[src/rtl/cycle_sequencer.sv]
// cycle_sequencer: T-state / M-cycle timing generator and instruction register for the control
// unit. Produces one-hot step and cycle vectors, latches the opcode with its one-hot X/Y/Z/P/Q
// fields, and sequences HALT entry and wake-up. Only o_Conditions is combinational.
module cycle_sequencer (
  input  logic       i_Clk,
  input  logic       i_Reset,
  input  logic       i_Enable,
  input  logic       i_Fetch,
  input  logic       i_Halt_Req,
  input  logic       i_Wake,
  input  logic [7:0] i_Data_Bus,
  input  logic [3:0] i_Flags,
  output logic [3:0] o_Cycle_Step,
  output logic [7:0] o_Cycle_Count,
  output logic [7:0] o_Opcode,
  output logic [3:0] o_X,
  output logic [7:0] o_Y,
  output logic [7:0] o_Z,
  output logic [3:0] o_P,
  output logic [1:0] o_Q,
  output logic [3:0] o_Conditions,
  output logic       o_Active,
  output logic       o_Halted,
  output logic       o_Error
);

  typedef enum logic [0:0] {StRun, StHalt} state_e;

  state_e     state_q, state_d;
  logic [3:0] step_q, step_d;
  logic [7:0] count_q, count_d;
  logic [7:0] opcode_q, opcode_d;
  logic [3:0] x_q, x_d;
  logic [7:0] y_q, y_d;
  logic [7:0] z_q, z_d;
  logic [3:0] p_q, p_d;
  logic [1:0] q_q, q_d;
  logic       active_q, active_d;
  logic       halted_q, halted_d;
  logic       error_q, error_d;

  // Next-state: timing rotation, opcode load, HALT entry/exit and overflow detection
  always_comb begin
    state_d  = state_q;
    step_d   = step_q;
    count_d  = count_q;
    opcode_d = opcode_q;
    active_d = active_q;
    halted_d = halted_q;
    error_d  = error_q;

    if (i_Enable) begin
      case (state_q)
        StRun: begin
          if (step_q[3]) begin
            step_d = 4'b0001;
            if (i_Fetch) begin
              count_d = 8'b0000_0001;
              if (i_Halt_Req) begin
                // HALT executes as a NOP so wake-up restarts with a clean fetch
                state_d  = StHalt;
                opcode_d = 8'h00;
                active_d = 1'b0;
                halted_d = 1'b1;
              end else begin
                opcode_d = i_Data_Bus;
              end
            end else if (count_q[7]) begin
              // Instruction ran past M8 without a fetch: saturate and flag
              error_d = 1'b1;
            end else begin
              count_d = {count_q[6:0], 1'b0};
            end
          end else begin
            step_d = {step_q[2:0], 1'b0};
          end
        end
        StHalt: begin
          // Step and count stay frozen at T1/M1 until woken
          if (i_Wake) begin
            state_d  = StRun;
            opcode_d = 8'h00;
            active_d = 1'b1;
            halted_d = 1'b0;
          end
        end
        default: state_d = StRun;
      endcase
    end
  end

  // Field decode from the next opcode so fields land on the same edge as the opcode
  always_comb begin
    x_d = 4'b0001 << opcode_d[7:6];
    y_d = 8'b0000_0001 << opcode_d[5:3];
    z_d = 8'b0000_0001 << opcode_d[2:0];
    p_d = 4'b0001 << opcode_d[5:4];
    q_d = 2'b01 << opcode_d[3];
  end

  // State register with synchronous reset taking priority over enable
  always_ff @(posedge i_Clk) begin
    if (i_Reset) begin
      state_q  <= StRun;
      step_q   <= 4'b0001;
      count_q  <= 8'b0000_0001;
      opcode_q <= 8'h00;
      x_q      <= 4'b0001;
      y_q      <= 8'b0000_0001;
      z_q      <= 8'b0000_0001;
      p_q      <= 4'b0001;
      q_q      <= 2'b01;
      active_q <= 1'b1;
      halted_q <= 1'b0;
      error_q  <= 1'b0;
    end else begin
      state_q  <= state_d;
      step_q   <= step_d;
      count_q  <= count_d;
      opcode_q <= opcode_d;
      x_q      <= x_d;
      y_q      <= y_d;
      z_q      <= z_d;
      p_q      <= p_d;
      q_q      <= q_d;
      active_q <= active_d;
      halted_q <= halted_d;
      error_q  <= error_d;
    end
  end

  // Condition flags: bit0 NZ, bit1 Z, bit2 NC, bit3 C from {Z,N,H,C}
  always_comb begin
    o_Conditions = {i_Flags[0], ~i_Flags[0], i_Flags[3], ~i_Flags[3]};
  end

  assign o_Cycle_Step  = step_q;
  assign o_Cycle_Count = count_q;
  assign o_Opcode      = opcode_q;
  assign o_X           = x_q;
  assign o_Y           = y_q;
  assign o_Z           = z_q;
  assign o_P           = p_q;
  assign o_Q           = q_q;
  assign o_Active      = active_q;
  assign o_Halted      = halted_q;
  assign o_Error       = error_q;

endmodule
[config.mk]
export PLATFORM = sky130hd
export DESIGN_NAME = cycle_sequencer
export DESIGN_NICKNAME = d
export VERILOG_FILES = /design/src/rtl/cycle_sequencer.sv
export SDC_FILE = /design/constraint.sdc
export NUM_CORES = 1
export LEC_CHECK = 0
export ABC_AREA = 1
export BUFFER_PORTS_ARGS = -buffer_cell sky130_fd_sc_hd__buf_2
export CAP_MARGIN = 10
export CELL_PAD_IN_SITES_DETAIL_PLACEMENT = 1
export CELL_PAD_IN_SITES_GLOBAL_PLACEMENT = 1
export CORE_UTILIZATION = 36
export DETAILED_ROUTE_END_ITERATION = 10
export GPL_ROUTABILITY_DRIVEN = 0
export PLACE_DENSITY_LB_ADDON = 0.1
export SYNTH_ARGS = -nofsm -noshare
export SYNTH_HDL_FRONTEND = slang
export SYNTH_SLANG_ARGS = --single-unit
[constraint.sdc]
create_clock -name i_Clk -period 2.1 [get_ports i_Clk]
set_input_delay 0.105 -clock i_Clk [delete_from_list [all_inputs] [get_ports i_Clk]]
set_output_delay 0.105 -clock i_Clk [all_outputs]
set_load 0.05 [all_outputs]
==> results.py, run 1 <==
metrics = {
    "run_status": {
        "status": "complete, no violations",
    },
    "power_and_ir_drop": {
        "p_leak_nw": 1.189,
        "peakVddDrop_mv": 0.4406,
        "p_per_area_nw_per_um2": 749.7,
    },
    "critical_path": {
        "critPathKind": "reg2reg",
        "crit_fanout": 8,
        "crit_required_ns": 2.29,
        "reg2reg_slack_ns": 0.71,
        "cp.arrival_ns": 1.58,
        "start_kind": "flip-flop",
        "end_kind": "flip-flop",
    },
    "synthesis": {
        "synth_area_leaders": "dfxtp_1, nand2_1, nor2_1",
        "synth_largest_area_cell": "dfxtp_1",
        "synth.top_cell.area_share_pct": 52.90,
        "synth_seq_cells": 49,
        "synth_cell_types": 26,
        "syn_nets": 251,
        "ys_warn_count": 0,
        "syn_inst": 233,
        "syn_area_um2": 1854,
        "yosysSeqAreaShare_pct": 52.90,
        "avgSynthCellArea_um2": 7.958,
    },
    "cells_and_area": {
        "area_growth_pct": 26.65,
        "post_route_cells_drive_above_1_share_pct": 34.54,
        "diodes": 0,
        "layout.nets": 321,
    },
    "route": {
        "totalWireLength_mm": 4.319,
        "drt_pass1_iterations": 4,
        "vias_per_cell": 4.493,
        "vias": 1667,
        "first_iter_violations": 26,
        "wire_per_inst_um": 11.64,
        "antenna_left": 0,
        "drc_errors": 0,
    },
    "place": {
        "io_buffers": 68,
        "dp_hpwl_mm": 3.361,
        "post-place-ws_ns": 0.7233,
    },
    "grt": {
        "overflow": 0,
        "grt_pass1_wl_mm": 7.031,
        "grt_max_degree": 17,
        "grt_pass1_vias": 1588,
        "gr-usage-all-layers_pct": 17.44,
        "antenna_found_initial": 0,
    },
    "timing": {
        "clock_skew_ns": 0.006583,
        "slew_viol_final": 0,
        "tightest_slew_ns": 0.4784,
        "rsz0062_at_grt": "false",
        "max_freq_mhz": 719.0,
        "worst_slack_ns": 0.7092,
        "slew_headroom_pct": 68.07,
        "fin_crit_sh_pct": 66.23,
        "layout_min_cycle_time_ns": 1.391,
        "hold_violations": 0,
        "setup_viol": 0,
        "finalSetupTns_ns": 0,
    },
    "die": {
        "start_util_pct": 38.25,
        "io_pins": 71,
        "core_area_um2": 4848,
        "die_w_um": 73.77,
        "die_area_um2": 5442,
        "die_h_um": 73.77,
        "rows": 25,
    },
    "clock_network": {
        "htreeDepth": 2,
        "cts_root_buffer": "clkbuf_8",
        "cts_buffers": 5,
        "post_cts_buffers": 0,
        "cts_buffer_depth": 2,
        "ctsHoldBuffers": 0,
        "cts_resized": 0,
        "cts_tree": "done",
        "clkTransAtPathRegs_ns": 0.09,
        "clock_latency_ns": 0.31,
        "clock_sinks": 49,
    },
    "job": {
        "drv_cap": 0,
    },
    "hold_path": {
        "hp-class": "in2reg",
    },
}
-- logic make-up after synthesis --
kind of cell / after synthesis / synth area share, %
buffers and inverters: 33 / 7.625
AOI/OAI and AO/OA: 28 / 9.311
DFF: 49 / 52.90
and+or+nand+nor: 123 / 30.16
-- report_power, final --
group | internal, mW | total (mW) | switching [mW] | leakage, nW
clock network | 0.273 | 0.593 | 0.320 | 0.0518
logic | 0.0497 | 0.211 | 0.161 | 0.740
registers | 0.946 | 0.957 | 0.0103 | 0.396
total | 1.27 | 1.76 | 0.491 | 1.19
-- layout by cell type (no fill, tap or decap), drive strengths merged --
cell    Yosys  layout
nand2      80      80
buf         3      68
dfxtp      49      49
nor2       33      33
inv        25      26
a21oi      18      18
clkbuf      2       6
nand3       6       6
o21ai       6       6
clkinv      3       4
nor3        3       3
a211oi      2       2
or2         1       1
o211ai      1       1
a21boi      1       1
-- final cells by class --
type	count	area, um^2
clock inverters	2	17.52
multi-input cells	151	732.0
clock buffers	6	82.58
repair buffers	68	340.3
well taps	67	83.83
inverters	28	111.4
flip-flops and latches	49	980.9
fillers	636	2500
-- synthesized netlist by cell type --
master,count
nor3_4,1
clkinv_1,1
nor3_2,2
clkinv_4,1
or2_0,1
a211oi_1,2
o21ai_0,3
nand3_1,5
clkinv_2,1
inv_1,21
dfxtp_1,49
o21ai_2,2
inv_2,4
buf_4,3
a21oi_1,14
nor2_1,32
a21oi_2,4
a21boi_0,1
nand2_2,8
clkbuf_1,2
nor2_4,1
o211ai_1,1
nand2_4,4
o21ai_1,1
nand3_2,1
nand2_1,68
-- worst max-delay path, cell delays in order, from the launching register on --
cell      delay (ns)
dfxtp_1         0.46
inv_2           0.12
nand2_4         0.14
nand2_4         0.10
clkinv_2        0.09
nand2_2         0.06
nand2_4         0.11
inv_2           0.06
nand2_1         0.09
nand2_1         0.05
-- metrics by stage --
stage               utilization [%]  power, mW  std cells  hold WS (ns)  instance area, um^2
detailed placement            46.37      1.193        363        0.4101                 2248
CTS                           48.44      1.795        371       0.07019                 2349
global route                  48.44      1.851        371       0.07305                 2349
floorplan                         -      1.133        233        0.1741                 1854
global placement              46.37      1.188        363        0.4062                 2248
finish                        48.44      1.761        371       0.08265                 2349
-- per-layer routing --
metal  GRT usage [%]  up-vias  share of wire [%]
met5               0        -                  0
met4           8.333        0                2.0
met3           5.761        8                5.9
met2           28.95       41                 48
met1           20.15      762                 44
li1                -      856                  -
-- sequential cells by signal, summed over array words and instances, names as in the netlist --
| register | cells |
|---|---|
| o_Cycle_Count | 8 |
| o_Opcode | 8 |
| o_Y | 8 |
| o_Z | 8 |
| o_Cycle_Step | 4 |
| o_P | 4 |
| o_X | 4 |
| o_Active | 1 |
| o_Error | 1 |
| o_Halted | 1 |
| o_Q | 1 |
| state_q | 1 |
-- worst paths after layout --
kind              start        to  cells past startpoint
min          i_Halt_Req  o_Halted                      3
max reg2reg     state_q    o_P[0]                      9
max             state_q    o_P[0]                      9
min reg2reg    o_Halted  o_Halted                      2
Power figures use the tool's default switching activity.
==> run 2: changes to the inputs <==
CORE_UTILIZATION = 34   (was 36)
clock period = 1.31 ns   (was 2.1 ns; I/O delays follow)
==> run 2 against run 1 <==
Compared with the run above: sequential power up 60%; utilization decreased by 1.1 points; combinational power increased by 74%; worst hold slack got worse by 0.043 ns; maximum frequency increased by 14%; via count grew 1.9%; die area rose by 5.7%; global-route usage fell by 0.66 points; largest power group unchanged.
==> results.py, run 2 (same netlist as run 1, synthesis figures left out) <==
metrics = {
    "critical_path": {
        "crit_fanout": 8,
        "cp.arrival_ns": 1.46,
        "reg2reg_slack_ns": 0.09,
        "r2r-start": "state_q",
        "crit_top_cell": "nand2_8",
        "r2r_cells": 9,
        "cp_num_buf_inv": 3,
        "end_kind": "flip-flop",
        "critPathKind": "reg2reg",
        "r2r_end": "o_Y[1]",
        "cp_slowest_cell": "dfxtp_4",
        "crit_family": "simple AND/OR/NAND/NOR gates",
        "crit_required_ns": 1.55,
        "cp_cell_sequence": "inv_4, nand2_8, nand2_8, clkinv_2, nand2_2, nand2_4, inv_2, nand2_1, nor2_1",
        "start_kind": "flip-flop",
        "cpPeakStageDelay_ns": 0.38,
    },
    "route": {
        "wire_per_inst_um": 11.59,
        "vias_per_cell": 4.480,
        "first_iter_violations": 43,
        "wl_met3_um": 279,
        "antenna_left": 0,
        "drt_pass1_iterations": 4,
        "vias": 1698,
        "dr_wl_met2_mm": 2.112,
        "totalWireLength_mm": 4.392,
        "drc_errors": 0,
        "m1WireLength_mm": 1.936,
        "highest_layer": "met4",
    },
    "place": {
        "io_buffers": 68,
        "dp_hpwl_mm": 3.386,
        "dp_cells": 371,
        "post-place-ws_ns": 0.006492,
    },
    "timing": {
        "max_freq_mhz": 818.2,
        "worst_slack_ns": 0.08787,
        "clock_skew_ns": 0.01136,
        "tightest_slew_ns": 0.3352,
        "setup_viol": 0,
        "hold_violations": 0,
        "slew_headroom_pct": 77.65,
        "fin_crit_sh_pct": 93.29,
        "layout_min_cycle_time_ns": 1.222,
        "slew_viol_final": 0,
    },
    "cells_and_area": {
        "diodes": 0,
        "seq_area_um2": 988.4,
        "finish.utilization_pct": 47.39,
        "finish.cell_count_without_fillers": 379,
        "multiInputGateArea_um2": 772.0,
        "layout.nets": 327,
        "final_cell_mix": "buf_2, nand2_1, dfxtp_1",
        "fillCellCount": 685,
        "post_route_cells_drive_above_1_share_pct": 38.83,
        "final_common_cell": "buf_2",
        "area_growth_pct": 32.19,
    },
    "clock_network": {
        "clkTransAtPathRegs_ns": 0.09,
        "cts_root_buffer": "clkbuf_8",
        "clock_sinks": 49,
        "clock_latency_ns": 0.30,
        "ctsHoldBuffers": 0,
        "htreeDepth": 2,
        "cts_buffers": 5,
        "cts_buffer_depth": 2,
        "cts_tree": "done",
    },
    "run_status": {
        "status": "complete, no violations",
    },
    "power_and_ir_drop": {
        "p_leak_nw": 1.233,
        "peakVddDrop_mv": 0.6205,
        "p_per_area_nw_per_um2": 1199,
    },
    "die": {
        "io_pins": 71,
        "die_area_um2": 5753,
        "die_h_um": 75.85,
        "start_util_pct": 35.85,
        "rows": 26,
        "core_area_um2": 5172,
        "die_w_um": 75.85,
    },
    "grt": {
        "overflow": 0,
        "grt_max_degree": 15,
        "grt_pass1_vias": 1595,
        "antenna_found_initial": 0,
        "grt_pass1_wl_mm": 7.231,
        "gr-usage-all-layers_pct": 16.78,
    },
    "hold_path": {
        "hold_path_end": "state_q",
        "hp-class": "in2reg",
        "min_path_cells": 3,
        "hold_start": "i_Halt_Req",
    },
    "job": {
        "drv_cap": 0,
    },
}
## run 2: cell types whose count changed in the layout (fill, tap and decap cells not counted), sizes merged
cell / previous run / this run
inv: 26 / 25
buf: 68 / 74
bufinv: 0 / 1
clkbuf: 6 / 5
## run 2: worst register-to-register path, cell delays in order, from the launching register on
cell	delay (ns)
dfxtp_4	0.38
inv_4	0.08
nand2_8	0.07
nand2_8	0.11
clkinv_2	0.09
nand2_2	0.08
nand2_4	0.08
inv_2	0.09
nand2_1	0.08
nor2_1	0.09
## run 2: metal layers
layer / vias to the layer above / track usage [%]
li1: 865 / -
met1: 777 / 20.62
met2: 50 / 28.52
met3: 6 / 4.762
met4: 0 / 4.938
met5: - / 0
## run 2: repair_timing
action                     in CTS  in global routing
pin swaps                       0                  6
buffers inserted                0                  1
hold endpoints to repair        0                  0
setup endpoints to repair       8                 23
gates resized for setup         1                 12
## run 2: area by class of cell
| cell class | instances | share of cell area (%) |
|---|---|---|
| Timing Repair Buffer | 74 | 15.72 |
| Sequential cell | 49 | 40.33 |
| Clock buffer | 5 | 2.808 |
| Tap cell | 70 | 3.573 |
| Multi-Input combinational cell | 151 | 31.50 |
| Clock inverter | 2 | 1.429 |
| Inverter | 28 | 4.645 |
## run 2: worst max path at each step
| stage | from | end | slack (ns) | depth (start not counted) |
|---|---|---|---|---|
| after global routing | state_q | o_Cycle_Count[5] | -0.002 | 5 |
| after global placement | state_q | o_P[0] | 0.03 | 9 |
| after CTS | state_q | o_Cycle_Count[1] | 0.04 | 5 |
| after detailed placement | state_q | o_P[0] | 0.006 | 9 |
| after floorplan | o_Cycle_Step[3] | o_Z[1] | 0.03 | 7 |
| final | state_q | o_Y[1] | 0.09 | 9 |
## run 2: metrics by stage
step | cell area (um^2) | total power [mW] | hold slack (ns) | TNS (ns)
after floorplan | 1858 | 1.817 | 0.1346 | 0
after global placement | 2293 | 1.917 | 0.3644 | 0
after detailed placement | 2293 | 1.923 | 0.3747 | 0
after CTS | 2399 | 2.955 | 0.04324 | 0
after global routing | 2451 | 3.092 | 0.07603 | -0.003435
final | 2451 | 2.939 | 0.03974 | 0
## run 2: where the power goes
group | leakage, nW | internal [mW] | total [mW] | switching, mW
logic | 0.780 | 0.0957 | 0.367 | 0.271
registers | 0.399 | 1.52 | 1.53 | 0.0144
clock network | 0.0540 | 0.555 | 1.04 | 0.487
total | 1.23 | 2.17 | 2.94 | 0.772
==> run 3: changes to the inputs <==
--- a/config.mk
+++ b/config.mk
@@ -7,11 +7,12 @@
 export LEC_CHECK = 0
 export ABC_AREA = 1
-export BUFFER_PORTS_ARGS = -buffer_cell sky130_fd_sc_hd__buf_2
 export CAP_MARGIN = 10
 export CELL_PAD_IN_SITES_DETAIL_PLACEMENT = 1
 export CELL_PAD_IN_SITES_GLOBAL_PLACEMENT = 1
-export CORE_UTILIZATION = 34
+export CORE_UTILIZATION = 43
 export DETAILED_ROUTE_END_ITERATION = 10
+export DONT_BUFFER_PORTS = 1
 export GPL_ROUTABILITY_DRIVEN = 0
+export GPL_TIMING_DRIVEN = 0
 export PLACE_DENSITY_LB_ADDON = 0.1
 export SYNTH_ARGS = -nofsm -noshare
==> constraint.sdc (replaced) <==
create_clock -name i_Clk -period 1.31 [get_ports i_Clk]
set_input_delay 0.0655 -clock i_Clk [delete_from_list [all_inputs] [get_ports i_Clk]]
set_output_delay 0.0655 -clock i_Clk [all_outputs]
set_load 0.01 [all_outputs]
==> run 3 against run 2 <==
Compared with the run above: wire length is 9.8% higher; setup slack got worse by 0.045 ns; first-iteration DRC count decreased by 33%; die area shrank 20%; sequential power hardly changed; via count down 7.7%; total power decreased by 13%; critical path depth fell by 3; global-route usage up 5.2 points; flip-flop and latch count unchanged; largest power group unchanged.
==> results.py, run 3 (same netlist as run 1, synthesis figures left out) <==
metrics = {
    "run_status": {
        "status": "complete, no violations",
    },
    "critical_path": {
        "reg2reg_slack_ns": 0.04,
        "start_kind": "flip-flop",
        "cp_cell_sequence": "nand3_2, or2_0, nand2_1, nand2_1, nand3_1, nand2_1",
        "cp.arrival_ns": 1.44,
        "crit_family": "simple AND/OR/NAND/NOR gates",
        "cp_slowest_cell": "dfxtp_4",
        "crit_fanout": 5,
        "crit_required_ns": 1.48,
        "cpPeakStageDelay_ns": 0.44,
        "cp_num_buf_inv": 0,
        "end_kind": "flip-flop",
        "crit_top_cell": "nand2_1",
        "critPathKind": "reg2reg",
    },
    "place": {
        "place_area_um2": 1917,
        "dp_hpwl_mm": 3.354,
        "post-place-ws_ns": -0.1198,
        "dp_cells": 283,
        "io_buffers": 0,
    },
    "die": {
        "start_util_pct": 45.70,
        "rows": 23,
        "die_area_um2": 4579,
        "io_pins": 71,
        "die_w_um": 67.67,
        "die_h_um": 67.67,
        "core_area_um2": 4058,
    },
    "grt": {
        "overflow": 0,
        "grt_pass1_vias": 1576,
        "antenna_found_initial": 0,
        "grt_max_degree": 14,
        "grt_pass1_wl_mm": 7.300,
        "gr-usage-all-layers_pct": 21.96,
    },
    "clock_network": {
        "cts_tree": "done",
        "htreeDepth": 2,
        "cts_buffers": 5,
        "clock_sinks": 49,
        "cts_root_buffer": "clkbuf_8",
        "clock_latency_ns": 0.30,
        "clkTransAtPathRegs_ns": 0.08,
        "cts_buffer_depth": 2,
    },
    "power_and_ir_drop": {
        "combPwrFrac_pct": 8.2,
        "p_per_area_nw_per_um2": 1172,
        "power_switching_mw": 0.6208,
        "clockPowerShare_pct": 31.2,
        "power_mw": 2.563,
        "netSwitchingFraction_pct": 24.22,
        "peakVddDrop_mv": 0.5156,
        "p_leak_nw": 0.9483,
        "pwr-share-seq_pct": 60.5,
        "p_int_mw": 1.942,
    },
    "timing": {
        "layout_min_cycle_time_ns": 1.268,
        "setup_viol": 0,
        "finalSetupTns_ns": 0,
        "hold_violations": 0,
        "tightest_slew_ns": 0.5720,
        "slew_headroom_pct": 61.87,
        "clock_skew_ns": 0.009216,
        "fin_crit_sh_pct": 96.76,
        "slew_viol_final": 0,
        "worst_slack_ns": 0.04244,
        "rsz0062_at_grt": "true",
        "max_freq_mhz": 788.9,
    },
    "route": {
        "drt_pass1_iterations": 4,
        "drc_errors": 0,
        "totalWireLength_mm": 4.824,
        "wire_per_inst_um": 15.92,
        "first_iter_violations": 29,
        "vias_per_cell": 5.175,
        "antenna_left": 0,
        "vias": 1568,
    },
    "cells_and_area": {
        "layout.nets": 272,
        "final_common_cell": "nand2_1",
        "post_route_cells_drive_above_1_share_pct": 22.92,
        "final_area_um2": 2187,
        "diodes": 0,
        "final_cell_mix": "nand2_1, dfxtp_1, nor2_1",
        "finish.cell_count_without_fillers": 303,
        "area_growth_pct": 17.95,
    },
    "hold_path": {
        "hp-class": "in2reg",
    },
    "job": {
        "drv_cap": 0,
    },
}
## run 3: changes by cell type in the layout (fill, tap and decap cells not counted), sizes merged
cell         previous run  this run
buf                    74        13
bufinv                  1         0
clkbuf                  5         7
clkinv                  4         3
dlygate4sd3             0         4
inv                    25        26
## run 3: layout make-up
class / instances / area [um^2]
multi-input combinational: 151 / 795.8
timing repair buffer: 14 / 115.1
inverter: 28 / 120.1
sequential: 49 / 989.7
tap: 50 / 62.56
buffer: 5 / 30.03
clock buffer: 5 / 68.82
clock inverter: 1 / 5.005
fill: 503 / 1871
## run 3: timing repair
action	CTS	global route
buffers inserted	0	10
pin swaps	0	8
endpoints found under the setup margin	30	32
resized for setup	6	16
hold endpoints to repair	12	0
cloned	0	0
hold buffers	5	0
## run 3: power groups by stage
stage / combinational (mW) / clock (mW) / sequential (mW)
3_5_place_dp: 0.163 / 0 / 1.59
2_1_floorplan: 0.127 / 0 / 1.58
4_1_cts: 0.185 / 0.826 / 1.55
3_3_place_gp: 0.155 / 0 / 1.59
6_report: 0.211 / 0.801 / 1.55
5_1_grt: 0.236 / 0.876 / 1.56
## run 3: routing by layer
metal | track usage, % | part of all wire [%] | vias up
met2 | 36.39 | 52 | 55
met1 | 25.69 | 40 | 749
met5 | 0 | 0 | -
met4 | 10.90 | 2.0 | 0
li1 | - | - | 752
met3 | 6.081 | 6.2 | 12
## run 3: worst min-delay path, cell delays in order
cell,delay [ns]
inv_2,0.05
nor2_4,0.05
nand2_1,0.05
a21oi_1,0.05
## run 3: metrics by stage
step / hold WS [ns] / util [%]
after global placement: 0.1357 / 47.24
final: 0.0008731 / 53.90
after detailed placement: 0.1380 / 47.24
after global routing: 0.01627 / 53.90
after CTS: 0.004416 / 50.91
after floorplan: 0.1346 / -
## run 3: path summary, 6_finish.rpt
kind                    from              end  depth (start not counted)
min reg2reg  o_Cycle_Step[2]  o_Cycle_Step[3]                          2
min                 i_Enable  o_Cycle_Step[3]                          4
max reg2reg  o_Cycle_Step[3]           o_Z[0]                          6
max          o_Cycle_Step[3]           o_Z[0]                          6
